--- config.mk ---
export PLATFORM = sky130hd
export DESIGN_NAME = hvardelay
export DESIGN_NICKNAME = d
export VERILOG_FILES = /design/src/rtl/hvardelay.sv
export SDC_FILE = /design/constraint.sdc
export NUM_CORES = 1
export LEC_CHECK = 0
export ABC_AREA = 1
export CAP_MARGIN = 20
export CORE_UTILIZATION = 50
export CTS_BUF_LIST = sky130_fd_sc_hd__clkbuf_2 sky130_fd_sc_hd__clkbuf_4 sky130_fd_sc_hd__clkbuf_8
export DETAILED_ROUTE_END_ITERATION = 8
export GPL_TIMING_DRIVEN = 0
export PLACE_DENSITY = 0.68
export SYNTH_ARGS = -nofsm -noshare
export SYNTH_HDL_FRONTEND = slang
export SYNTH_SLANG_ARGS = --single-unit
--- constraint.sdc ---
create_clock -name hclk -period 3.3 [get_ports hclk]
set_input_delay 0.495 -clock hclk [delete_from_list [all_inputs] [get_ports hclk]]
set_output_delay 0.495 -clock hclk [all_outputs]
set_load 0.005 [all_outputs]
--- src/rtl/hvardelay.sv ---
`timescale 1ns/1ps
`default_nettype none
// ============================================================================
//  Module   : hvardelay
//  Purpose  : Runtime-programmable, multi-lane delay line built on a circular
//             buffer. Delay depth is chosen per run (1..MAX_DELAY enabled
//             cycles), with stall, synchronous flush and output-valid
//             tracking. All lanes share one set of controls.
//  Ports    : hclk      - clock, rising edge
//             hres      - asynchronous active-high reset
//             hen       - advance enable (0 freezes the line)
//             hflush    - synchronous clear of history and valid state
//             hdly      - requested delay (clamped to 1..MAX_DELAY)
//             hin       - packed lane input, lane i at [i*DATA_WIDTH +: DATA_WIDTH]
//             hout      - registered delayed output, same packing as hin
//             hvout     - hout holds a genuinely delayed sample
//             hdly_act  - delay currently in effect (registered, clamped)
//  Revision : 1.0 - initial release
// ============================================================================
module hvardelay #(
    parameter int                    DATA_WIDTH = 8,
    parameter int                    NUM_CH     = 1,
    parameter int                    MAX_DELAY  = 16,
    parameter logic [DATA_WIDTH-1:0] HINIT      = '0,
    localparam int                   DW         = $clog2(MAX_DELAY + 1)
) (
    input  logic                         hclk,
    input  logic                         hres,
    input  logic                         hen,
    input  logic                         hflush,
    input  logic [DW-1:0]                hdly,
    input  logic [NUM_CH*DATA_WIDTH-1:0] hin,
    output logic [NUM_CH*DATA_WIDTH-1:0] hout,
    output logic                         hvout,
    output logic [DW-1:0]                hdly_act
);

    // Pointer width: enough to address MAX_DELAY entries.
    localparam int                c_pw    = (MAX_DELAY > 1) ? $clog2(MAX_DELAY) : 1;
    localparam int                c_bw    = NUM_CH * DATA_WIDTH;
    localparam logic [DW-1:0]     c_max   = DW'(MAX_DELAY);
    localparam logic [DW-1:0]     c_one   = DW'(1);
    localparam logic [c_pw:0]     c_depth = (c_pw + 1)'(MAX_DELAY);
    localparam logic [c_pw-1:0]   c_last  = c_pw'(MAX_DELAY - 1);

    // ------------------------------------------------------------------
    // State
    // ------------------------------------------------------------------
    logic [c_bw-1:0] r_mem [MAX_DELAY];
    logic [c_pw-1:0] r_wp;
    logic [DW-1:0]   r_fill;
    logic [DW-1:0]   r_dly_act;
    logic [c_bw-1:0] r_out;
    logic            r_vout;

    // ------------------------------------------------------------------
    // Combinational helpers
    // ------------------------------------------------------------------
    logic [c_bw-1:0] w_init;
    logic [DW-1:0]   w_dly_c;
    logic            w_change;
    logic            w_wr_en;
    logic [c_pw-1:0] w_wp_next;
    logic [DW-1:0]   w_back;
    logic [c_pw:0]   w_rd_sum;
    logic [c_pw-1:0] w_rd;
    logic [c_bw-1:0] w_rd_data;
    logic [DW:0]     w_fill_inc;
    logic [DW-1:0]   w_fill_next;
    logic            w_vout_next;

    // Reset/flush value: HINIT replicated into every lane.
    for (genvar gi = 0; gi < NUM_CH; gi++) begin : g_lane_init
        assign w_init[gi*DATA_WIDTH +: DATA_WIDTH] = HINIT;
    end

    always_comb begin
        // Clamp the request into the supported range 1..MAX_DELAY.
        w_dly_c = hdly;
        if (hdly == '0) begin
            w_dly_c = c_one;
        end else if (hdly > c_max) begin
            w_dly_c = c_max;
        end
    end

    assign w_change  = (w_dly_c != r_dly_act);

    // The incoming sample is stored whenever the line advances, including
    // the cycle of a delay change, so history is not lost across a change.
    assign w_wr_en   = hen & ~hflush;

    assign w_wp_next = (r_wp == c_last) ? '0 : r_wp + c_pw'(1);

    // Read address = (wp - (D-1)) mod MAX_DELAY. MAX_DELAY is added before
    // subtracting so the intermediate never goes negative; D-1 is at most
    // MAX_DELAY-1 so a single conditional subtract finishes the modulo.
    assign w_back    = r_dly_act - c_one;
    assign w_rd_sum  = {1'b0, r_wp} + c_depth - (c_pw + 1)'(w_back);
    assign w_rd      = (w_rd_sum >= c_depth) ? c_pw'(w_rd_sum - c_depth)
                                             : c_pw'(w_rd_sum);

    // D=1 bypasses the buffer: the output is the sample arriving this cycle.
    // For D>=2 the slot read was written D-1 enabled cycles ago and cannot
    // be the slot being overwritten now.
    assign w_rd_data = (r_dly_act == c_one) ? hin : r_mem[w_rd];

    // Fill saturates at MAX_DELAY; valid is judged on the incremented count.
    assign w_fill_inc  = {1'b0, r_fill} + {{DW{1'b0}}, 1'b1};
    assign w_fill_next = (r_fill == c_max) ? r_fill : w_fill_inc[DW-1:0];
    assign w_vout_next = (w_fill_inc >= {1'b0, r_dly_act});

    // ------------------------------------------------------------------
    // Sample storage (contents are don't-care after reset, so no reset)
    // ------------------------------------------------------------------
    always_ff @(posedge hclk) begin
        if (w_wr_en) begin
            r_mem[r_wp] <= hin;
        end
    end

    // ------------------------------------------------------------------
    // Control and output registers
    // Priority: reset, flush, delay change, enabled advance, stall.
    // ------------------------------------------------------------------
    always_ff @(posedge hclk or posedge hres) begin
        if (hres) begin
            r_out     <= w_init;
            r_vout    <= 1'b0;
            r_dly_act <= c_one;
            r_fill    <= '0;
            r_wp      <= '0;
        end else if (hflush) begin
            r_out     <= w_init;
            r_vout    <= 1'b0;
            r_dly_act <= w_dly_c;
            r_fill    <= '0;
            r_wp      <= '0;
        end else if (w_change) begin
            // New depth: restart the fill count and hold the output. The
            // sample is still accepted, but this cycle does not count
            // towards refilling at the new depth.
            r_dly_act <= w_dly_c;
            r_fill    <= '0;
            r_vout    <= 1'b0;
            if (hen) begin
                r_wp <= w_wp_next;
            end
        end else if (hen) begin
            r_out  <= w_rd_data;
            r_fill <= w_fill_next;
            r_vout <= w_vout_next;
            r_wp   <= w_wp_next;
        end
    end

    assign hout     = r_out;
    assign hvout    = r_vout;
    assign hdly_act = r_dly_act;

endmodule
`default_nettype wire

======== Word-level counts from Yosys, hierarchy flattened ========
Memories as Yosys holds them, arrays and structs flattened.
Cells that the tools add are included.
cells by class
  equality and inequality tests ........... 6
  order comparisons ....................... 3
  multiplexer cells ....................... 21
  add/subtract/negate cells ............... 6
  bitwise gates (word level) .............. 2
  reduce and logical (&&, ||, !) cells .... 6
operators with widths
  cell                                                  count
  two-way mux 5 bit                                     8
  two-way mux 8 bit                                     4
  two-way mux 4 bit                                     4
  adder 5 x 1 -> 6 bit (second input constant)          1
  >= comparator 6 x 5 -> 1 bit                          1
  adder 4 x 5 -> 5 bit (second input constant)          1
  equality test 5 x 1 -> 1 bit (second input constant)  1
  equality test 5 bit (second input constant)           1
  >= comparator 5 bit (second input constant)           1
  > comparator 5 bit (second input constant)            1
  logical NOT 5 bit                                     1
  two-way mux 1 bit                                     5
  != test 5 bit                                         1
  subtractor 5 x 1 -> 5 bit (second input constant)     1
  subtractor 5 bit                                      1
  adder 4 x 1 -> 4 bit (second input constant)          1
  equality test 4 bit (second input constant)           1
  AND reduction 2 bit                                   2
  nonzero test 2 bit                                    2
  subtractor 4 x 1 -> 4 bit (second input constant)     1
  != test 3 bit (second input constant)                 1
  nonzero test 3 bit                                    1
  != test 2 bit (second input constant)                 1
  bitwise AND 1 bit                                     1
  inverter 1 bit                                        1
storage, ports and cells
  bits in writable memories ............... 128
  register bits after elaboration ......... 23
  memories kept ........................... 1
  word-level logic and storage cells ...... 50
  output and inout port bits .............. 14
  input port bits ......................... 17
memory list
  name   words  bits a word  rd ports  clocked after Yosys merged registers in  write ports  RTL line  text
  r_mem  16     8            1         0                                        1            49        logic [c_bw-1:0] r_mem [MAX_DELAY];

======== Depth between registers and ports, before layout ========
Gate-level depths: netlist (run 1).
An unclocked memory read counts as a cell.
  depth in word-level cells ............... 9
  gate-level depth with buffers ........... 15
  mapped depth without buffers ............ 15

======== Least setup slack after synthesis (run 1) ========
OpenSTA, ideal clock, no wires.
  path kind ............................... reg-to-reg
  from .................................... register r_dly_act[0] (netlist: hdly_act[0])
  to ...................................... register r_out[7] (netlist: hout[7])
  arrival time ............................ 2259 ps
  setup slack ............................. 975 ps
  period minus slack after synthesis ...... 2325 ps
  cell stages (with the launch flop) ...... 15
  library setup time ...................... 66 ps
  path buffers ............................ 2
  data required time ...................... 3234 ps
  path through ............................ dfstp_2 inv_1 ha_1 ha_1 inv_1 fa_1 buf_2 inv_1 buf_2 nand3_1 nand3_1 nand2_1 nand2_1 nand3_1 nand2_1
on the way
  cells in the longest elaborated chain, start to end .. 9
  elaborated cells on any way between the ends .. 14
  those cells by class .................... 3 x add/sub; 1 x order compare; 3 x eq/ne; 5 x mux; 1 x reduce/logical; 1 x memory
RTL lines
  item                                                                     RTL line  text
  start: declaration                                                       52        logic [DW-1:0] r_dly_act;
  start signal: assignment                                                 130       r_dly_act <= c_one;
  start signal: assignment                                                 136       r_dly_act <= w_dly_c;
  start signal: assignment                                                 143       r_dly_act <= w_dly_c;
  subtractor 5 x 1 -> 5 bit                                                98        assign w_back = r_dly_act - c_one;
  subtractor 5 bit                                                         99        assign w_rd_sum = {1'b0, r_wp} + c_depth - (c_pw + 1)'(w_back);
  subtractor 4 x 1 -> 4 bit / >= comparator 5 bit (equally long branches)  100       assign w_rd = (w_rd_sum >= c_depth) ? c_pw'(w_rd_sum - c_depth)
  two-way mux 4 bit                                                        100
  memory (16 x 8 bit)                                                      n/a
  two-way mux 8 bit                                                        106       assign w_rd_data = (r_dly_act == c_one) ? hin : r_mem[w_rd];
  two-way mux 8 bit                                                        149       end else if (hen) begin
  two-way mux 8 bit                                                        139       end else if (w_change) begin
  two-way mux 8 bit                                                        133       end else if (hflush) begin
  end signal: assignment                                                   128       r_out <= w_init;
  end signal: assignment                                                   134       r_out <= w_init;
  end signal: assignment                                                   150       r_out <= w_rd_data;
  end: declaration                                                         53        logic [c_bw-1:0] r_out;
Parallel ways exist; a longest one is shown, timed or not. The select of a mux whose other input is x is not followed.
A chain may end at the register's enable or synchronous reset.

======== Final worst setup path (run 1) ========
  from .................................... register r_dly_act[0] (netlist: hdly_act[0])
  to ...................................... register r_out[6] (netlist: hout[6])
The elaborated chain is that of the path after synthesis.

==> results of run 1 <==
state kept, by name, indices dropped and copies added (netlist names):
register and flops:
r_fill 5, hdly_act 5, r_mem 128, hout 8
hvout 1, r_wp 4
cell type report:
cell class | count | area, µm² | area share, %
Inverter | 40 | 150 | 1.97
Sequential cell | 151 | 4420 | 58.0
Multi-Input combinational cell | 418 | 2050 | 26.9
Buffer | 27 | 121 | 1.59
Tap cell | 176 | 220 | 2.89
Clock inverter | 12 | 106 | 1.40
Clock buffer | 20 | 256 | 3.37
Timing Repair Buffer | 30 | 300 | 3.94
where the power goes:
| part | switching, mW | total (mW) | internal (mW) |
|---|---|---|---|
| sequential | 0.0125 | 2.10 | 2.09 |
| clock | 0.693 | 1.31 | 0.616 |
| combinational | 0.447 | 0.646 | 0.199 |
how the worst min path moves through the flow:
stage / startpoint / endpoint / slack [ns] / depth (start not counted)
after floorplan: hres / hdly_act[1]$_DFFE_PP0P_ / 0.50 / 1
after global placement: hout[6]$_DFFE_PP0P_ / hout[6]$_DFFE_PP0P_ / 0.50 / 2
after detailed placement: hout[2]$_DFFE_PP0P_ / hout[2]$_DFFE_PP0P_ / 0.50 / 2
after CTS: hout[2]$_DFFE_PP0P_ / hout[2]$_DFFE_PP0P_ / 0.52 / 2
after global routing: hvout$_DFFE_PP0P_ / hvout$_DFFE_PP0P_ / 0.54 / 2
final: hout[2]$_DFFE_PP0P_ / hout[2]$_DFFE_PP0P_ / 0.52 / 2
synthesized netlist by cell type (all sizes together):
library cell    n
a21oi           5
a22oi           1
buf            14
clkbuf         13
dfrtp          22
dfstp           1
edfxtp        128
fa              1
ha             15
inv            40
nand2         191
nand3         141
nand3b          1
nand4           3
nor2           37
nor3            3
o21ai           7
o21bai          1
o22ai           1
or2             6
xnor2           1
xor2            4
worst register-to-register path, stage by stage, from the launching register on:
cell and delay (ns):
dfstp_2 0.58, inv_1 0.08, ha_1 0.20, ha_1 0.17, inv_1 0.06, fa_1 0.41
buf_2 0.19, inv_1 0.21, buf_2 0.30, nand3_1 0.11, nand3_1 0.14, nand2_1 0.10
nand2_1 0.07, nand3_1 0.08, nand2_1 0.06
cells by family after synthesis:
logic type               synth area share (%)
flip-flops                               65.6
buffers and inverters                    4.03
adder cells (fa/ha/maj)                  3.08
XOR/XNOR                                0.650
AND/OR/NAND/NOR                          25.4
AO/OA/AOI/OAI                            1.21
layout by cell type, fill, tap and decap left out, types with 4 or more instances in the layout:
| cell | instances |
|---|---|
| clkinvlp_4 | 4 |
| nor2_1 | 31 |
| dfrtp_1 | 22 |
| nand2_1 | 187 |
| edfxtp_1 | 128 |
| clkdlybuf4s50_1 | 30 |
| or2_2 | 6 |
| clkinv_2 | 4 |
| xor2_1 | 4 |
| buf_2 | 13 |
| inv_1 | 39 |
| o21ai_0 | 6 |
| nand3_1 | 139 |
| a21oi_1 | 5 |
| clkbuf_1 | 13 |
| ha_1 | 15 |
| clkbuf_8 | 17 |
stage by stage:
step           hold slack (ns)  utilization [%]  cells  instance area (µm²)
6_report                 0.519             57.8    874                 7620
5_1_grt                  0.540             57.8    874                 7620
4_1_cts                  0.522             57.8    874                 7620
3_5_place_dp             0.499             55.0    842                 7260
3_3_place_gp             0.500             55.0    842                 7260
2_1_floorplan            0.496                -    636                 6740
per-layer routing:
layer / wire (µm) / part of all wire, % / global-route usage (%)
met1: 6560 / 41 / 32.8
met2: 7940 / 50 / 39.4
met3: 1170 / 7.4 / 5.72
met4: 208 / 1.3 / 8.89
met5: 0 / 0 / 0
==> metrics.md, run 1 <==
| Metric | Value |
|---|---|
| Critical Path RT | 3.70 ns |
| FP Rows | 42 |
| Clk_lat worst skew | 0.46 ns |
| Inserted Diodes | 0 |
| Worst r2r src | hdly_act[0]$_DFFE_PP1P_ |
| Router iterations before antenna repair | 5 |
| Total track usage | approximately a quarter |
| Synth cell types | 32 |
| Gr ovfl total | 0 |
| Hold-fix buffers, CTS | 0 |
| Slew Viols, Final | 0 |
| Nets | around 720 |
| CTS tree | yes |
| Setup slack, reg-to-reg | 0.48 ns |
| Yosys warning count | 0 |
| # resized after CTS | 0 |
| CP Launch Point | hdly_act[0]$_DFFE_PP1P_ |
| Final setup violation count | 0 |
| Pwr Total | 4.06 mW |
| Final antenna-violating net count | 0 |
| Post-Place Worst Slack | 0.468 ns |
| First DRT Iteration DRCs | about 460 |
| Bufs and invs on worst path | 5 |
| Placer congestion estimate | 0.967 |
| Floorplan die width | roughly 120 µm |
| Worst R2R Path Depth | 14 |
| Vias/cell | about 5.4 |
| Register bit total from synthesis | 151 |
| Pin count of the biggest net entering global routing | 24 |
| Filler instances | 1154 |
| Final hold violation count | 0 |
| Initial antenna violation count | 0 |
| Setup ws final | ~0.48 ns |
| Post-DP HPWL | 10700 µm |
| Layout area overhead | 13.1% |
| Arrival time at the worst endpoint | 3.22 ns |
| Worst hold-check path type | flop to flop |
| H-tree depth | 4 |
| Starting Density | 51.1% |
| FMAX | between 300 and 400 MHz |
| Syn_nets | 669 |
| Drt wl/cell | 18.2 µm |
| CTS sink cnt | 151 |
| Crit end category | flop |
| Syn_area_per_cell | 10.6 µm² |
| Sequence of cells on the critical path | inv_1 -> ha_1 -> ha_1 -> inv_1 -> fa_1 -> buf_2 -> inv_1 -> buf_2 -> nand3_1 -> nand3_1 -> nand2_1 -> nand2_1 -> nand3_1 -> nand2_1 |
| Die height | 118 µm |
| Global-route wire length before repair | 24900 µm |
| Num ports | 31 |
| IO Port Bufs | 30 |
| CTS clk-pin slew, worst paths | 0.08 ns |
| Minimum clock period | 2.82 ns |
| CTS Buf Count | 17 |
| Fin Setup TNS | 0 ns |
| Sequential share of the synthesized area | 65.6% |
| CP peak stage delay | 0.58 ns |
| Worst VDD drop | around 0.36 mV |
| Vias | between 4k and 5k |
| Vias in the first global route | between 4k and 5k |
| Total Wirelength | about 16000 µm |
| Period utilization | 85.6% |
| Setup Fix Bufs, Post-CTS | 0 |
| Setup crit end | hout[6]$_DFFE_PP0P_ |
| Max_cap viols | 0 |
| Slowest cell on the critical path | dfstp_2 |
| CTS Buffer Depth | 2 |
| Worst setup SP type | flop |
| Layout cells sized above 1 | a little under a tenth |
| Fin Clk Skew | 0.0112 ns |
| Clock root buffer | clkbuf_8 |
| Crit Path Class | flop to flop |
| Core Footprint | 13200 µm² |
| Worst Path Max Fanout | 10 |
| Reg-to-reg endpoint | hout[6]$_DFFE_PP0P_ |
| Synthesized instance count | between 600 and 700 |
| Top-area cell type share of the netlist area | 57.0% |
| Post-synth top area cell | edfxtp_1 |
| CP top delay family | buffers and inverters |
| Area of the die | between 10000 and 15000 µm² |
| Synth area leaders | edfxtp_1 57%, nand2_1 10%, nand3_1 10%, dfrtp_1 8.2%, ha_1 2.8% |
| RSZ-0062 raised after global routing | false |
| Worst-margin pin slew | 0.891 ns |
| PD cells | between 500 and 600 nW/µm² |
| Mapped Area | 6740 µm² |
| Status | finished clean |
| Number of remaining DRC errors | 0 |
| Stages on worst setup path | 14 |
| Slew margin rel. | between 40 and 50% |
| Leak | 3.01 nW |
No activity file was read; power rests on OpenSTA's default activity.
==> run 2, diff against run 1 <==
- RECOVER_POWER: not set -> 50
==> run 2 against run 1 <==
Compared with the run above:
- sequential power barely moved
- core utilization about the same
- die area did not move
- register-to-register slack about the same
- via count rose by 0.28%
- count of clock-buffer cells in the layout stayed put
- hold slack about the same
- largest power group unchanged
==> metrics.md, run 2 (synthesis results as in run 1) <==
| Metric | Value |
|---|---|
| Layout area overhead | 13.1% |
| Switch Pwr | 1.15 mW |
| CTS Buf Count | 17 |
| Setup ws final | roughly 0.47 ns |
| Worst r2r src | hdly_act[0]$_DFFE_PP1P_ |
| Initial antenna violation count | 0 |
| # resized after CTS | 0 |
| Most frequent cells in the layout | 188 x nand2_1, 139 x nand3_1, 128 x edfxtp_1, 39 x inv_1, 31 x nor2_1 |
| Period utilization | 85.6% |
| Slew Viols, Final | 0 |
| Fin Setup TNS | 0 ns |
| Vias in the first global route | about 4.6k |
| CTS clk-pin slew, worst paths | 0.09 ns |
| Worst-margin pin slew | approximately 0.89 ns |
| Clock root buffer | clkbuf_8 |
| Area after DPL | 7260 µm² |
| Net Sw Frac | between 20% and 30% |
| Gr ovfl total | 0 |
| Max_cap viols | 0 |
| Power Internal | 2.90 mW |
| Num ports | 31 |
| Vias/cell | between 5 and 6 |
| PD cells | 532 nW/µm² |
| RSZ-0062 raised after global routing | false |
| Arrival time at the worst endpoint | 3.23 ns |
| Sequence of cells on the critical path | inv_1 -> ha_1 -> ha_1 -> inv_1 -> fa_1 -> buf_2 -> inv_1 -> buf_2 -> nand3_1 -> nand3_1 -> nand2_1 -> nand2_1 -> nand3_1 -> nand2_1 |
| Post-DP HPWL | 10700 µm |
| Clk_lat worst skew | 0.46 ns |
| Vias | ~4.7k |
| CTS tree | yes |
| Post-Place Worst Slack | 0.468 ns |
| Floorplan die width | approximately 120 µm |
| Slew margin rel. | roughly 40% |
| Commonest non-fill, non-tap cell in the layout | nand2_1 |
| Nets | 718 |
| Total Wirelength | 15900 µm |
| Setup slack, reg-to-reg | between 0.4 and 0.5 ns |
| Leak | ~3 nW |
| Fin Clk Skew | 0.0123 ns |
| Pin count of the biggest net entering global routing | 24 |
| Clock Power Share | 32.3% |
| H-tree depth | 4 |
| Placer congestion estimate | 0.967 |
| CTS sink cnt | 151 |
| CP Launch Point | hdly_act[0]$_DFFE_PP1P_ |
| FP Rows | 42 |
| Hold-fix buffers, CTS | 0 |
| Final setup violation count | 0 |
| FMAX | ~350 MHz |
| Slowest cell on the critical path | dfstp_2 |
| Worst VDD drop | 0.358 mV |
| Crit Path Class | flop to flop |
| Comb pwr share | 15.9% |
| Global-route wire length before repair | 24900 µm |
| Worst R2R Path Depth | 14 |
| CP peak stage delay | just under 0.6 ns |
| Reg-to-reg endpoint | hout[3]$_DFFE_PP0P_ |
| Layout cells sized above 1 | 9.46% |
| Max reg flops | 128 |
| Minimum clock period | between 2 and 3 ns |
| Starting Density | 51.1% |
| IO Port Bufs | 30 |
| Worst Hold Launch | hout[2]$_DFFE_PP0P_ |
| Fin area | 7620 µm² |
| Final hold violation count | 0 |
| Flop pwr share | 51.8% |
| Die height | between 100 and 150 µm |
| Final antenna-violating net count | 0 |
| Inserted Diodes | 0 |
| Hold Path Depth | 2 |
| Core Footprint | roughly 13000 µm² |
| Setup Fix Bufs, Post-CTS | 0 |
| Largest Register | r_mem |
| Crit end category | flop |
| Worst setup SP type | flop |
| Critical Path RT | around 3.7 ns |
| Drt wl/cell | 18.1 µm |
| Router iterations before antenna repair | 6 |
| Area of the die | 13900 µm² |
| Status | finished clean |
| Hold Crit Endpoint | hout[2]$_DFFE_PP0P_ |
| CTS Buffer Depth | 2 |
| Worst Path Max Fanout | 10 |
| First DRT Iteration DRCs | between 400 and 500 |
| Worst hold-check path type | flop to flop |
| Total track usage | 24.6% |
| Number of remaining DRC errors | 0 |
-- run 2: cell count changes in the layout (fill, tap and decap cells not counted), sizes merged --
cell           change
clkdlybuf4s50     -13
dlygate4sd3       +13
-- run 2: how the worst max path moves through the flow --
stage,end,slack (ns),depth (start not counted)
3_3_place_gp,r_mem[10][7]$_DFFE_PP_,0.54,5
5_1_grt,hout[6]$_DFFE_PP0P_,0.29,14
6_report,hout[3]$_DFFE_PP0P_,0.47,14
4_1_cts,hout[6]$_DFFE_PP0P_,0.49,14
3_5_place_dp,r_mem[10][7]$_DFFE_PP_,0.47,5
2_1_floorplan,hout[7]$_DFFE_PP0P_,0.98,14
-- run 2: worst max-delay path, delay by kind of cell (launching register included) --
kind          cells  cell delay, ns
fa+ha+maj         3            0.78
buf+inv           5            0.84
flops             1            0.58
simple gates      6            0.57
-- run 2: layout make-up --
cell class,count,area [µm²]
clock inverters,12,106
repair buffers,30,300
well taps,176,220
clock buffers,20,256
fillers,1155,5570
plain buffers,27,121
inverters,40,150
flip-flops and latches,151,4420
multi-input cells,418,2040
-- run 2: power groups by stage --
| stage | clock network [mW] | logic (mW) | registers (mW) |
|---|---|---|---|
| floorplan | 0 | 0.404 | 2.14 |
| global placement | 0 | 0.628 | 2.14 |
| detailed placement | 0 | 0.644 | 2.14 |
| CTS | 1.33 | 0.648 | 2.10 |
| global route | 1.40 | 0.720 | 2.10 |
| finish | 1.31 | 0.644 | 2.10 |
-- run 2: per-stage QoR --
step	hold WS (ns)	utilization (%)	total power [mW]	cells
after detailed placement	0.499	55.0	2.79	842
after CTS	0.522	57.8	4.08	874
after global routing	0.540	57.8	4.22	874
final	0.519	57.8	4.05	874
after floorplan	0.496	-	2.55	636
after global placement	0.500	55.0	2.77	842
-- run 2: routing by layer --
| layer | wire (µm) | share of wire, % | GRT usage, % | up-vias |
|---|---|---|---|---|
| met1 | 6480 | 41 | 32.8 | 2290 |
| met5 | 0 | 0 | 0 | - |
| li1 | - | - | - | 2270 |
| met4 | 208 | 1.3 | 8.89 | 0 |
| met2 | 7940 | 50 | 39.4 | 161 |
| met3 | 1220 | 7.7 | 5.72 | 16 |
==> run 3, diff against run 2 <==
- ABC_AREA: 1 -> 0
==> run 3 against run 2 <==
Compared with the run above:
- hold slack worse by 0.17 ns
- non-clock buffer count fell by 12
- critical path depth fell by 5
- wire length shrank 18%
- flip-flop and latch count did not move
- maximum frequency is 9.1% lower
- core utilization increased by 0.16 points
- area after synthesis shrank 4.5%
- register-to-register slack worse by 0.28 ns
- power down 6.2%
- design area is 4.4% lower
- critical path type unchanged
- largest cell class unchanged
- largest power group unchanged
==> metrics.md, run 3 <==
| Metric | Value |
|---|---|
| Status | finished clean |
| Slowest cell on the critical path | clkbuf_1 |
| Worst hold-check path type | input pin to flop |
| Final hold violation count | 0 |
| Period utilization | a little over nine tenths |
| Post-DP HPWL | 8520 µm |
| Critical Path RT | 3.63 ns |
| Fin Setup TNS | 0 ns |
| Syn_nets | 395 |
| Net Sw Frac | 24.5% |
| Synth cell types | 50 |
| Area of the multi-input gates | ~1900 µm² |
| Switch Pwr | 931 µW |
| Fin Clk Skew | about 0.011 ns |
| RSZ-0062 raised after global routing | false |
| Sequence of cells on the critical path | inv_1 -> ha_1 -> inv_1 -> ha_1 -> clkbuf_1 -> mux4_2 -> a22oi_1 -> a21boi_0 -> a221o_1 |
| CTS Buf Count | 17 |
| Async set-reset flop share out of synthesis | 15.2% |
| Nets | approximately 440 |
| CTS Buffer Depth | 2 |
| Number of synthesized flops with an enable pin | around 130 |
| Yosys warning count | 0 |
| First DRT Iteration DRCs | 266 |
| Crit end category | flop |
| Core Footprint | 12600 µm² |
| Cell with the most instances after synthesis | edfxtp_1 |
| Setup ws final | 0.190 ns |
| Worst-margin pin slew | 1.16 ns |
| Setup slack, reg-to-reg | ~0.19 ns |
| CP peak stage delay | between 0.6 and 0.7 ns |
| Router iterations before antenna repair | 4 |
| Hold Crit Endpoint | hvout$_DFFE_PP0P_ |
| Leak | 2.52 nW |
| Area of the die | roughly 13000 µm² |
| Commonest non-fill, non-tap cell in the layout | edfxtp_1 |
| Pin count of the biggest net entering global routing | 24 |
| Starting Density | 51.2% |
| Arrival time at the worst endpoint | 3.44 ns |
| Post-synth top area cell | edfxtp_1 |
| Clock root buffer | clkbuf_8 |
| Num ports | 31 |
| Post-Place Worst Slack | 0.143 ns |
| Pwr Total | 3.80 mW |
| Layout area overhead | 13.2% |
| Inserted Diodes | 0 |
| Filler instances | 976 |
| Global-route wire length before repair | 19400 µm |
| CTS tree | yes |
| IO Port Bufs | 28 |
| CP Launch Point | r_wp[1]$_DFFE_PP0P_ |
| Area after DPL | 6930 µm² |
| Vias in the first global route | around 3.4k |
| Placer congestion estimate | roughly 0.84 |
| Power Internal | around 2.9 mW |
| Initial antenna violation count | 0 |
| Comb pwr share | between 10 and 15% |
| Clock Power Share | approximately a third |
| Max reg flops | 128 |
| Ys flop type | edfxtp_1 |
| FP Rows | between 40 and 50 |
| Number of remaining DRC errors | 0 |
| Storage cell area | around 4400 µm² |
| Hold Path Depth | 3 |
| Layout cells sized above 1 | 19.7% |
| PD cells | 522 nW/µm² |
| Flop pwr share | 55.2% |
| Minimum clock period | 3.11 ns |
| Gr ovfl total | 0 |
| Clk_lat worst skew | roughly 0.45 ns |
| Drt wl/cell | roughly 22 µm |
| Worst VDD drop | ~0.32 mV |
| Max_cap viols | 0 |
| Sequential share of the synthesized area | 68.7% |
| Final setup violation count | 0 |
| Reg-to-reg endpoint | hout[3]$_DFFE_PP0P_ |
| Die height | 115 µm |
| Register bit total from synthesis | 151 |
| Top-area cell type share of the netlist area | around three fifths |
| Floorplan die width | between 100 and 150 µm |
| Worst Hold Launch | hen |
| Worst setup SP type | flop |
| CTS clk-pin slew, worst paths | 0.08 ns |
| Total track usage | 21.2% |
| Total Wirelength | 12900 µm |
| Slew margin rel. | a little under a quarter |
| Syn_area_per_cell | 17.8 µm² |
| Vias | 3363 |
| Crit Path Class | flop to flop |
| Worst r2r src | r_wp[1]$_DFFE_PP0P_ |
| H-tree depth | 4 |
| CTS sink cnt | 151 |
| Worst R2R Path Depth | 9 |
| Synth area leaders | edfxtp_1 60%, mux4_2 11%, dfrtp_1 8.6%, ha_1 2.9%, and2_1 1.8% |
| Mapped Area | about 6400 µm² |
| Vias/cell | 5.66 |
| Most frequent cells in the layout | 128 x edfxtp_1, 32 x mux4_2, 22 x dfrtp_1, 18 x and2_1 |
| Synthesized instance count | roughly 360 |
| Post-synth top cells | 128 x edfxtp_1, 32 x mux4_2, 22 x dfrtp_1, 18 x and2_1, 17 x inv_1 |
| Final antenna-violating net count | 0 |
| Slew Viols, Final | 0 |
| Worst Path Max Fanout | 10 |
| Largest Register | r_mem |
| FMAX | 321 MHz |
| Fin area | between 7000 and 8000 µm² |
run 3: metal layers:
layer | track usage (%) | vias up | part of all wire [%]
met2 | 32.1 | 86 | 47
met3 | 4.39 | 13 | 5.9
met1 | 30.3 | 1728 | 45
li1 | - | 1536 | -
met4 | 8.74 | 0 | 1.4
met5 | 0 | - | 0
run 3: repair_timing:
action | 4_1_cts | 5_1_grt
gates resized for setup | 0 | 6
setup endpoints to repair | 0 | 1
hold buffers | 0 | 0
setup buffers | 0 | 0
endpoints found under the hold margin | 0 | 0
run 3: cells by family after synthesis:
logic type,Yosys count,synth area share (%)
multiplexers,35,11.7
adder cells (fa/ha/maj),16,3.23
AND/OR/NAND/NOR,67,6.28
flip-flops,151,68.7
buffers and inverters,33,2.41
XOR/XNOR,11,1.50
AO/OA/AOI/OAI,49,6.20
run 3: worst max-delay path: cells and delay by family (launching register included):
family	cells	cell delay (ns)
buf+inv	3	0.78
fa+ha+maj	2	0.70
compound gates	3	0.66
mux	1	0.44
flops	1	0.43
run 3: worst max-delay path by stage:
stage | to | slack, ns
finish | hout[3]$_DFFE_PP0P_ | 0.19
global route | hout[4]$_DFFE_PP0P_ | 0.07
CTS | hout[4]$_DFFE_PP0P_ | 0.13
detailed placement | hout[4]$_DFFE_PP0P_ | 0.14
global placement | hout[4]$_DFFE_PP0P_ | 0.19
floorplan | hout[1]$_DFFE_PP0P_ | 0.74
run 3: stage by stage:
stage               instances  util [%]  hold slack (ns)
floorplan                 362         -            0.471
global placement          562      55.1            0.507
CTS                       593      57.9            0.187
finish                    594      57.9            0.348
global route              594      57.9            0.350
detailed placement        562      55.1            0.504
run 3: power groups by stage:
| stage | sequential [mW] | combinational (mW) | clock (mW) |
|---|---|---|---|
| global route | 2.10 | 0.468 | 1.37 |
| CTS | 2.10 | 0.438 | 1.29 |
| global placement | 2.14 | 0.428 | 0 |
| finish | 2.10 | 0.435 | 1.27 |
| floorplan | 2.14 | 0.280 | 0 |
| detailed placement | 2.14 | 0.437 | 0 |
run 3: area by class of cell:
type | count | share of cell area [%]
flip-flops and latches | 151 | 60.7
multi-input cells | 178 | 25.5
repair buffers | 29 | 3.90
clock buffers | 18 | 3.32
well taps | 172 | 2.96
clock inverters | 13 | 1.46
plain buffers | 16 | 1.25
inverters | 17 | 0.876
